===== src/rtl/seq_match_pkg.sv =====
// Shared types and helpers for the serial pattern match controller.
// The controller and its shift/compare block both import this package.
package seq_match_pkg;

   typedef enum logic [1:0] {
      IDLE  = 2'd0,
      ARMED = 2'd1,
      DONE  = 2'd2,
      TOUT  = 2'd3
   } state_t;

   localparam int DEF_MAX_LEN = 8;
   localparam int LEN_W       = $clog2(DEF_MAX_LEN) + 1;

   // A zero length means a single-bit pattern; anything too long is cut to the register size.
   function automatic int unsigned norm_len(input int unsigned len, input int unsigned max_len);
      if (len == 0) return 1;
      if (len > max_len) return max_len;
      return len;
   endfunction

   function automatic int unsigned norm_target(input int unsigned target);
      return (target == 0) ? 1 : target;
   endfunction

endpackage


===== src/rtl/seq_match_ctrl_if.sv =====
// Config handshake, bit stream and status bundle between a host and seq_match_ctrl.
// The master modport is the host side; the slave modport is the controller.
interface seq_match_ctrl_if #(
   parameter int MAX_LEN = 8,
   parameter int CNT_W   = 8,
   parameter int TO_W    = 16
);
   localparam int LW = $clog2(MAX_LEN) + 1;

   logic               cfg_valid;
   logic               cfg_ready;
   logic [MAX_LEN-1:0] cfg_pattern;
   logic [LW-1:0]      cfg_len;
   logic [CNT_W-1:0]   cfg_target;
   logic [TO_W-1:0]    cfg_timeout;
   logic               bit_in;
   logic               bit_vld;
   logic               abort;
   logic               done_ack;
   logic               match;
   logic [CNT_W-1:0]   match_cnt;
   logic               done;
   logic               timeout;
   logic [1:0]         state;

   modport master (
      output cfg_valid, cfg_pattern, cfg_len, cfg_target, cfg_timeout,
             bit_in, bit_vld, abort, done_ack,
      input  cfg_ready, match, match_cnt, done, timeout, state
   );

   modport slave (
      input  cfg_valid, cfg_pattern, cfg_len, cfg_target, cfg_timeout,
             bit_in, bit_vld, abort, done_ack,
      output cfg_ready, match, match_cnt, done, timeout, state
   );

endinterface


===== src/rtl/seq_shift_cmp.sv =====
// Serial shift register with a history counter and a length-masked pattern compare.
// hit is combinational and looks at the register value that the current shift will produce.
module seq_shift_cmp #(
   parameter int MAX_LEN = 8,
   parameter int LW      = $clog2(MAX_LEN) + 1
) (
   input  logic               clk,
   input  logic               reset,
   input  logic               clr,
   input  logic               shift,
   input  logic               bit_in,
   input  logic [MAX_LEN-1:0] pattern,
   input  logic [LW-1:0]      len,
   output logic               hit
);

   logic [MAX_LEN-1:0] shreg;
   logic [MAX_LEN-1:0] shreg_next;
   logic [MAX_LEN-1:0] mask;
   logic [LW-1:0]      hist;
   logic [LW:0]        hist_inc;
   logic               full;

   // The history counter stops at len, so a hit needs at least len qualified bits since arming.
   always_comb begin
      shreg_next = {shreg[MAX_LEN-2:0], bit_in};
      hist_inc   = {1'b0, hist} + (LW+1)'(1);
      full       = (hist_inc >= {1'b0, len});
      for (int i = 0; i < MAX_LEN; i++) begin
         mask[i] = (i < int'(len));
      end
      hit = shift && full && (((shreg_next ^ pattern) & mask) == '0);
   end

   always_ff @(posedge clk) begin
      if (!reset) begin
         shreg <= '0;
         hist  <= '0;
      end else if (clr) begin
         shreg <= '0;
         hist  <= '0;
      end else if (shift) begin
         shreg <= shreg_next;
         hist  <= full ? len : hist_inc[LW-1:0];
      end
   end

endmodule


===== src/rtl/seq_match_ctrl.sv =====
// Programmable serial-pattern match controller: takes one job through the config
// handshake, counts overlapping hits on the qualified bit stream and reports done or timeout.
module seq_match_ctrl
   import seq_match_pkg::*;
#(
   parameter int MAX_LEN = 8,
   parameter int CNT_W   = 8,
   parameter int TO_W    = 16
) (
   input logic             clk,
   input logic             reset,
   seq_match_ctrl_if.slave bus
);

   localparam int LW = $clog2(MAX_LEN) + 1;

   state_t             state_q;
   state_t             state_next;
   logic [MAX_LEN-1:0] pattern_q;
   logic [LW-1:0]      len_q;
   logic [CNT_W-1:0]   target_q;
   logic [CNT_W-1:0]   cnt_q;
   logic [CNT_W-1:0]   cnt_inc;
   logic [TO_W-1:0]    limit_q;
   logic [TO_W-1:0]    to_q;
   logic [TO_W-1:0]    to_inc;
   logic               accept;
   logic               shift;
   logic               hit;
   logic               match_q;

   assign accept  = (state_q == IDLE) && bus.cfg_valid;
   assign shift   = (state_q == ARMED) && bus.bit_vld && !bus.abort;
   assign cnt_inc = (cnt_q == '1) ? cnt_q : cnt_q + 1'b1;
   assign to_inc  = to_q + 1'b1;

   seq_shift_cmp #(
      .MAX_LEN(MAX_LEN),
      .LW     (LW)
   ) u_cmp (
      .clk    (clk),
      .reset  (reset),
      .clr    (accept),
      .shift  (shift),
      .bit_in (bus.bit_in),
      .pattern(pattern_q),
      .len    (len_q),
      .hit    (hit)
   );

   always_ff @(posedge clk) begin
      if (!reset) state_q <= IDLE;
      else        state_q <= state_next;
   end

   // A hit that reaches the target wins over a timeout expiring on the same bit.
   always_comb begin
      state_next = state_q;
      case (state_q)
         IDLE:  if (bus.cfg_valid) state_next = ARMED;
         ARMED: begin
            if (bus.abort) begin
               state_next = IDLE;
            end else if (shift) begin
               if (hit) begin
                  if (cnt_inc == target_q) state_next = DONE;
               end else if ((limit_q != '0) && (to_inc == limit_q)) begin
                  state_next = TOUT;
               end
            end
         end
         DONE, TOUT: if (bus.abort || bus.done_ack) state_next = IDLE;
         default: state_next = IDLE;
      endcase
   end

   always_ff @(posedge clk) begin
      if (!reset) begin
         pattern_q <= '0;
         len_q     <= '0;
         target_q  <= '0;
         limit_q   <= '0;
         cnt_q     <= '0;
         to_q      <= '0;
         match_q   <= 1'b0;
      end else begin
         match_q <= 1'b0;
         if (accept) begin
            pattern_q <= bus.cfg_pattern;
            len_q     <= LW'(norm_len(32'(bus.cfg_len), 32'(MAX_LEN)));
            target_q  <= CNT_W'(norm_target(32'(bus.cfg_target)));
            limit_q   <= bus.cfg_timeout;
            cnt_q     <= '0;
            to_q      <= '0;
         end else if ((state_q != IDLE) && bus.abort) begin
            cnt_q <= '0;
            to_q  <= '0;
         end else if (shift) begin
            if (hit) begin
               match_q <= 1'b1;
               cnt_q   <= cnt_inc;
               to_q    <= '0;
            end else begin
               to_q <= to_inc;
            end
         end
      end
   end

   assign bus.cfg_ready = (state_q == IDLE);
   assign bus.match     = match_q;
   assign bus.match_cnt = cnt_q;
   assign bus.done      = (state_q == DONE);
   assign bus.timeout   = (state_q == TOUT);
   assign bus.state     = state_q;

endmodule


===== src/flat_wrapper.sv =====
// flat-port wrapper written by rule: the top's interface ports become plain ports
module seq_match_ctrl_flat import seq_match_pkg::*;
#(
   parameter int MAX_LEN = 8,
   parameter int CNT_W   = 8,
   parameter int TO_W    = 16
)
  (clk, reset, bus_cfg_valid, bus_cfg_pattern, bus_cfg_len, bus_cfg_target, bus_cfg_timeout, bus_bit_in, bus_bit_vld, bus_abort, bus_done_ack, bus_cfg_ready, bus_match, bus_match_cnt, bus_done, bus_timeout, bus_state);
  seq_match_ctrl_if #(.MAX_LEN(MAX_LEN), .CNT_W(CNT_W), .TO_W(TO_W)) bus_i ();
  input logic clk;
  input logic reset;
  input wire logic [$bits(bus_i.cfg_valid)-1:0] bus_cfg_valid;
  input wire logic [$bits(bus_i.cfg_pattern)-1:0] bus_cfg_pattern;
  input wire logic [$bits(bus_i.cfg_len)-1:0] bus_cfg_len;
  input wire logic [$bits(bus_i.cfg_target)-1:0] bus_cfg_target;
  input wire logic [$bits(bus_i.cfg_timeout)-1:0] bus_cfg_timeout;
  input wire logic [$bits(bus_i.bit_in)-1:0] bus_bit_in;
  input wire logic [$bits(bus_i.bit_vld)-1:0] bus_bit_vld;
  input wire logic [$bits(bus_i.abort)-1:0] bus_abort;
  input wire logic [$bits(bus_i.done_ack)-1:0] bus_done_ack;
  output wire logic [$bits(bus_i.cfg_ready)-1:0] bus_cfg_ready;
  output wire logic [$bits(bus_i.match)-1:0] bus_match;
  output wire logic [$bits(bus_i.match_cnt)-1:0] bus_match_cnt;
  output wire logic [$bits(bus_i.done)-1:0] bus_done;
  output wire logic [$bits(bus_i.timeout)-1:0] bus_timeout;
  output wire logic [$bits(bus_i.state)-1:0] bus_state;
  assign bus_i.cfg_valid = bus_cfg_valid;
  assign bus_i.cfg_pattern = bus_cfg_pattern;
  assign bus_i.cfg_len = bus_cfg_len;
  assign bus_i.cfg_target = bus_cfg_target;
  assign bus_i.cfg_timeout = bus_cfg_timeout;
  assign bus_i.bit_in = bus_bit_in;
  assign bus_i.bit_vld = bus_bit_vld;
  assign bus_i.abort = bus_abort;
  assign bus_i.done_ack = bus_done_ack;
  assign bus_cfg_ready = bus_i.cfg_ready;
  assign bus_match = bus_i.match;
  assign bus_match_cnt = bus_i.match_cnt;
  assign bus_done = bus_i.done;
  assign bus_timeout = bus_i.timeout;
  assign bus_state = bus_i.state;
  seq_match_ctrl #(.MAX_LEN(MAX_LEN), .CNT_W(CNT_W), .TO_W(TO_W)) u_core (.clk(clk), .reset(reset), .bus(bus_i));
endmodule

===== config.mk =====
export PLATFORM = sky130hd
export DESIGN_NAME = seq_match_ctrl_flat
export DESIGN_NICKNAME = d
export VERILOG_FILES = /design/src/rtl/seq_match_pkg.sv /design/src/rtl/seq_match_ctrl_if.sv /design/src/rtl/seq_shift_cmp.sv /design/src/rtl/seq_match_ctrl.sv /design/src/flat_wrapper.sv
export SDC_FILE = /design/constraint.sdc
export NUM_CORES = 1
export LEC_CHECK = 0
export CAP_MARGIN = 5
export CORE_UTILIZATION = 56
export CTS_CLUSTER_SIZE = 25
export DETAILED_ROUTE_END_ITERATION = 7
export GPL_TIMING_DRIVEN = 1
export PLACE_DENSITY = 0.78
export SYNTH_ARGS = -nofsm -noshare
export SYNTH_HDL_FRONTEND = slang
export SYNTH_SLANG_ARGS = --single-unit

===== constraint.sdc =====
create_clock -name clk -period 3.1 [get_ports clk]
set_input_delay 0.62 -clock clk [delete_from_list [all_inputs] [get_ports clk]]
set_output_delay 0.62 -clock clk [all_outputs]
set_load 0.005 [all_outputs]

==> results.toml, run 1 <==
[status]
status = "finished, final reports clean"

[hold_path]
hold_path.class = "flip-flop to flip-flop"

[floorplan]
initial_core_util_pct = 58.5
fp-row-count = 31
core_sq_mm = 0.00733
die_w_um = 89.5
dieHeight_um = 89.5
die_area_sq_mm = 0.00801
num_io_pins = 57

[synth]
synth_top_family_by_area = "simple AND/OR/NAND/NOR gates"
synth_cell_types = 64
synthCells = 541
synthFlopType = "dfxtp_1"
synthMuxAreaShare_pct = 1.23
synth-warning-count = 0
yosys_register_bits = 74
avgSynthCellArea_sq_um = 7.92
synth_simple_gate_area_share_pct = 26.9
synthXorXnorAreaFrac_pct = 9.20
syn_nets = 591
synth_edf_count = 0
yosysSeqAreaShare_pct = 34.6
synth_compound_area_share_pct = 21.3
synthAdderAreaFrac_pct = 2.04
synth_async_sr_flop_share_pct = 0
synth_area_sq_mm = 0.00429

[run]
cap_violations = 0

[clocking]
clk_pin_slew_ps = 80
cts_made_buffers = 9
clock_path_buffers = 2
cts-resized-gates = 0
cts_root_buf = "clkbuf_8"
h-tree-depth = 3
clock-sinks = 74
cts.hold.buffers_added = 0
clk-insertion-delay-late_ps = 350
cts_setup_buffers = 0
cts_tree = "done"

[finish]
antennaDiodeCount = 0
multiInputGateArea_sq_mm = 0.00260
area_growth_pct = 18.7
design_area_sq_mm = 0.00509
drive_above_1_share_pct = 7.60
nets = 637
fillers = 620
register_area_sq_mm = 0.00148

[routing]
vias = 4059
drc = 0
via_per_inst = 5.87
wirelength_mm = 10.8
routedWlPerCell_um = 15.6
ant_nets = 0
drt_pass1_iterations = 5
drt-initial-drc-count = 258

[critical_path]
worstSetupPathType = "flip-flop to flip-flop"
critPathCaptureType = "flip-flop"
r2r_setup_slack_ps = 290
path_depth = 11
rr_endpoint = "u_core.bus.match_cnt[3]$_SDFFE_PP0P_"
required_ps = 3380
crit_path_max_incr_delay_ps = 420
crit_buf_inv = 1
crit_end = "u_core.bus.match_cnt[3]$_SDFFE_PP0P_"
cpMostUsedCell = "ha_1"
cp_max_fo = 13
cpMaxStageDelayCell = "dfxtp_1"
cp_top_family = "simple AND/OR/NAND/NOR gates"
crit_chain = "ha_1 > xor2_1 > ha_1 > o21a_1 > nor2_1 > o21ai_2 > and4b_1 > buf_4 > nand2_4 > or3_1 > a21oi_1"
worstRegToRegCells = 11
reg2reg_from = "u_core.u_cmp.hist[0]$_SDFFE_PP0P_"
start_kind = "flip-flop"
critPathArrivalTime_ps = 3090
startpoint = "u_core.u_cmp.hist[0]$_SDFFE_PP0P_"

[pwr]
peakVddDrop_mv = 0.291
powerDensity_mw_per_mm2 = 425
leakage_uw = 0.00176

[placement]
dpl_cell_area_sq_mm = 0.00491
placement.io_buffers = 56
gp_congestion = 0.927
hpwl_mm = 7.87

[timing]
max_freq_ghz = 0.355
setup_viol_count_final = 0
min_period_ps = 2810
hold_viol = 0
tightestPinTransition_ps = 608
fin_skew_ps = 11.0
setup_tns_ps = 0
slew_viol_final = 0
slew-limit-headroom_pct = 59.0
grt_setup_unrepaired = "false"
finalCritPeriodShare_pct = 90.8

[global_route]
grt_use_total_pct = 29.2
antenna_found_initial = 0
grt_pass1_vias = 3653
overflow = 0
grt_pass1_wl_mm = 17.7
grt_max_degree = 38
[cell type report]
class / count / area share (%)
clock buffers: 10 / 2.70
well taps: 99 / 2.43
clock inverters: 6 / 0.811
inverters: 12 / 0.885
multi-input cells: 421 / 51.1
repair buffers: 69 / 12.9
flip-flops and latches: 74 / 29.1
[worst register-to-register path, cell delays in order (launching register included)]
cell and delay (ps):
dfxtp_1 420, ha_1 270, xor2_1 230, ha_1 250, o21a_1 130, nor2_1 50
o21ai_2 270, and4b_1 340, buf_4 230, nand2_4 90, or3_1 320, a21oi_1 150
[worst min-delay path by stage]
| stage | start | cells past startpoint | to |
|---|---|---|---|
| finish | u_core.pattern_q[2]$_SDFFE_PN0P_ | 2 | u_core.pattern_q[2]$_SDFFE_PN0P_ |
| floorplan | u_core.target_q[5]$_SDFFE_PN0P_ | 2 | u_core.target_q[5]$_SDFFE_PN0P_ |
| global placement | u_core.u_cmp.shreg[6]$_SDFFE_PP0P_ | 2 | u_core.u_cmp.shreg[6]$_SDFFE_PP0P_ |
| detailed placement | u_core.pattern_q[2]$_SDFFE_PN0P_ | 2 | u_core.pattern_q[2]$_SDFFE_PN0P_ |
| CTS | u_core.u_cmp.shreg[0]$_SDFFE_PP0P_ | 2 | u_core.u_cmp.shreg[1]$_SDFFE_PP0P_ |
| global route | u_core.u_cmp.shreg[6]$_SDFFE_PP0P_ | 2 | u_core.u_cmp.shreg[6]$_SDFFE_PP0P_ |
[cell usage in the layout (no fill, tap or decap), types with 13 or more instances in the layout]
cell type,instances
a21boi_0,34
xnor2_1,29
nand2_1,112
dfxtp_1,74
nor2_1,22
buf_4,13
clkdlybuf4s50_1,56
a21oi_1,37
o21ai_0,27
xor2_1,16
[state kept, by name, summed over array words and instances (netlist names)]
| register | cells |
|---|---|
| u_core.bus.match | 1 |
| u_core.bus.match_cnt | 8 |
| u_core.bus.state | 2 |
| u_core.len_q | 4 |
| u_core.limit_q | 16 |
| u_core.pattern_q | 8 |
| u_core.target_q | 8 |
| u_core.to_q | 16 |
| u_core.u_cmp.hist | 4 |
| u_core.u_cmp.shreg | 7 |
[through the flow]
step / setup slack (ps) / total power [uW] / hold slack [ps] / instances / util [%]
after floorplan: 539 / 1330 / 443 / 541 / -
after global placement: 346 / 1480 / 457 / 675 / 67.0
after detailed placement: 267 / 1490 / 474 / 675 / 67.0
after CTS: 295 / 2180 / 485 / 691 / 69.4
after global routing: 57.4 / 2280 / 507 / 691 / 69.4
final: 286 / 2160 / 481 / 691 / 69.4
[synthesized netlist by cell type, types with 8 or more instances]
master	n	area share (%)
nor4_1	8	1.2
nor2_1	22	1.9
a21boi_0	34	6.0
a21oi_1	37	4.3
xor2_1	16	3.3
dfxtp_1	74	35
xnor2_1	29	5.9
nand2_1	112	9.8
clkbuf_1	20	1.8
o21ai_0	27	3.2
or3_1	9	1.3
and3_1	9	1.3
inv_1	12	1.1
nand3_1	12	1.4
a31oi_1	8	1.2
[power by group]
part / total, uW / internal, uW / switching, uW / leakage, uW
combinational: 415 / 202 / 213 / 0.00108
sequential: 1060 / 997 / 59.5 / 0.000602
clock: 688 / 312 / 376 / 0.0000847
total: 2160 / 1510 / 649 / 0.00176
[layer usage]
layer	vias up	global-route usage, %	share of wire (%)
met2	136	48.1	49
met4	0	9.96	1.4
met1	1914	37.2	44
met5	-	0	0
met3	18	7.29	5.5
li1	1991	-	-
[kinds of logic after synthesis]
family / count (synthesis)
compound gates: 137
xor+xnor: 45
fa+ha+maj: 7
buf+inv: 46
flops: 74
mux: 5
simple gates: 227
Power figures use the tool's default switching activity.
==> run 2: changes to the inputs <==
- PLACE_DENSITY: 0.78 -> 0.84
==> run 2 against run 1 <==
Die area is the same. Global-route usage increased by 0.34 points. Register-to-register slack better by 50 ps. Critical path depth down 1. Non-clock buffer count fell by 4. Clock-buffer cell count grew 2. Sequential share of layout area about the same. Worst setup slack improved by 55 ps. Largest cell class unchanged.
==> results.toml, run 2 (synthesized netlist as in run 1, its figures left out) <==
[critical_path]
rr_endpoint = "u_core.bus.state[0]$_SDFFE_PN0P_"
cpMaxStageDelayCell = "a2111oi_4"
r2r_setup_slack_ps = 340
start_kind = "flip-flop"
cpMostUsedCell = "ha_1"
worstRegToRegCells = 10
crit_path_max_incr_delay_ps = 370
required_ps = 3390
worstSetupPathType = "flip-flop to flip-flop"
critPathArrivalTime_ps = 3050
startpoint = "u_core.u_cmp.hist[0]$_SDFFE_PP0P_"
crit_chain = "ha_1 > xor2_1 > ha_1 > a2111oi_4 > o21ai_2 > and4b_1 > buf_4 > a41o_1 > a41oi_2 > mux2i_1"
reg2reg_from = "u_core.u_cmp.hist[0]$_SDFFE_PP0P_"
critPathCaptureType = "flip-flop"
cp_max_fo = 9

[finish]
final_cell_mix = "112 x nand2_1, 74 x dfxtp_1, 56 x clkdlybuf4s50_1, 37 x a21oi_1, 34 x a21boi_0"
drive_above_1_share_pct = 6.80
area_growth_pct = 18.7
instances_no_fill = 687
final_common_cell = "nand2_1"
top_regs = "u_core.limit_q (16), u_core.to_q (16)"
nets = 633
fillers = 564
final_util_pct = 69.4
design_area_sq_mm = 0.00508
antennaDiodeCount = 0

[routing]
wirelength_mm = 11.0
drc = 0
ant_nets = 0
drt_pass1_iterations = 5
drt-initial-drc-count = 316
vias = 4151
via_per_inst = 6.04
routedWlPerCell_um = 16.0

[global_route]
grt_use_total_pct = 29.5
top_usage_layer = "met2"
grt_pass1_vias = 3913
overflow = 0
grt_max_degree = 42
use_met1_pct = 34.7
grt_pass1_wl_mm = 18.0
antenna_found_initial = 0
met2_usage_pct = 49.8
met3_usage_pct = 7.11

[timing]
hold_viol = 0
max_freq_ghz = 0.362
setup_tns_ps = 0
hold_slack_ps = 470
min_period_ps = 2760
finalCritPeriodShare_pct = 89.0
tightestPinTransition_ps = 566
slew_viol_final = 0
grt_setup_unrepaired = "false"
fin_skew_ps = 11.8
setup_viol_count_final = 0
slew-limit-headroom_pct = 61.8

[floorplan]
die_area_sq_mm = 0.00801
dieHeight_um = 89.5
initial_core_util_pct = 58.5
num_io_pins = 57
fp-row-count = 31
die_w_um = 89.5
core_sq_mm = 0.00733

[clocking]
cts_tree = "done"
clock_path_buffers = 2
cts_setup_buffers = 0
cts-resized-gates = 0
h-tree-depth = 3
clk_pin_slew_ps = 80
cts_root_buf = "clkbuf_8"
cts.hold.buffers_added = 0
cts_made_buffers = 9
clk-insertion-delay-late_ps = 360
clock-sinks = 74

[status]
status = "finished, final reports clean"

[placement]
dpl_cell_area_sq_mm = 0.00488
placement.io_buffers = 56
hpwl_mm = 7.84
dp_cells = 671
gp_congestion = 0.916

[run]
cap_violations = 0

[hold_path]
hold_path.class = "flip-flop to flip-flop"
hold_start = "u_core.u_cmp.shreg[6]$_SDFFE_PP0P_"
hold_depth = 2
hold_end = "u_core.u_cmp.shreg[6]$_SDFFE_PP0P_"

[pwr]
leakage_uw = 0.00176
peakVddDrop_mv = 0.327
powerDensity_mw_per_mm2 = 443
==> run 2: changes by cell type in the layout (fill, tap and decap cells not counted), sizes merged <==
cell,delta
clkinvlp,-1
clkbuf,+2
inv,-1
clkinv,-1
buf,-4
bufinv,+1
==> run 2: final cells by class <==
type,instances,area (sq um),area share (%)
Multi-Input combinational cell,421,2600,51.2
Sequential cell,74,1480,29.1
Timing Repair Buffer,65,628,12.4
Clock buffer,12,155,3.05
Tap cell,99,124,2.44
Clock inverter,4,50.0,0.984
Inverter,12,45.0,0.886
==> run 2: report_power, final <==
part,total [uW],leakage (uW),switching (uW),internal [uW]
logic,420,0.00106,223,197
clock network,779,0.0000986,365,415
registers,1050,0.000602,57.4,998
total,2250,0.00176,645,1610
==> run 2: critical path: cells and delay by family (launching register included) <==
family                     cells  cell delay [ps]
AOI/OAI and AO/OA              4             1000
xor gates and xnor gates       1              160
adders and majority gates      2              530
buffers and inverters          1              180
DFF                            1              360
muxes                          1              220
and+or+nand+nor                1              240
==> run 2: how the worst max path moves through the flow <==
stage / end / slack, ps / depth (start not counted)
global placement: u_core.bus.state[0]$_SDFFE_PN0P_ / 460 / 9
detailed placement: u_core.bus.state[0]$_SDFFE_PN0P_ / 360 / 9
finish: u_core.bus.state[0]$_SDFFE_PN0P_ / 340 / 10
global route: u_core.bus.state[0]$_SDFFE_PN0P_ / 140 / 11
floorplan: u_core.to_q[14]$_SDFFE_PP0P_ / 540 / 11
CTS: u_core.bus.state[0]$_SDFFE_PN0P_ / 350 / 10
==> run 2: layer usage <==
metal | wire length (um) | vias to the layer above
met3 | 695 | 40
met5 | 0 | -
li1 | - | 1983
met4 | 359 | 0
met2 | 5410 | 175
met1 | 4500 | 1953
==> run 2: metrics by stage <==
step,total power [uW],setup slack (ps)
6_report,2250,341
5_1_grt,2350,142
4_1_cts,2250,355
3_5_place_dp,1490,364
3_3_place_gp,1480,461
2_1_floorplan,1330,539
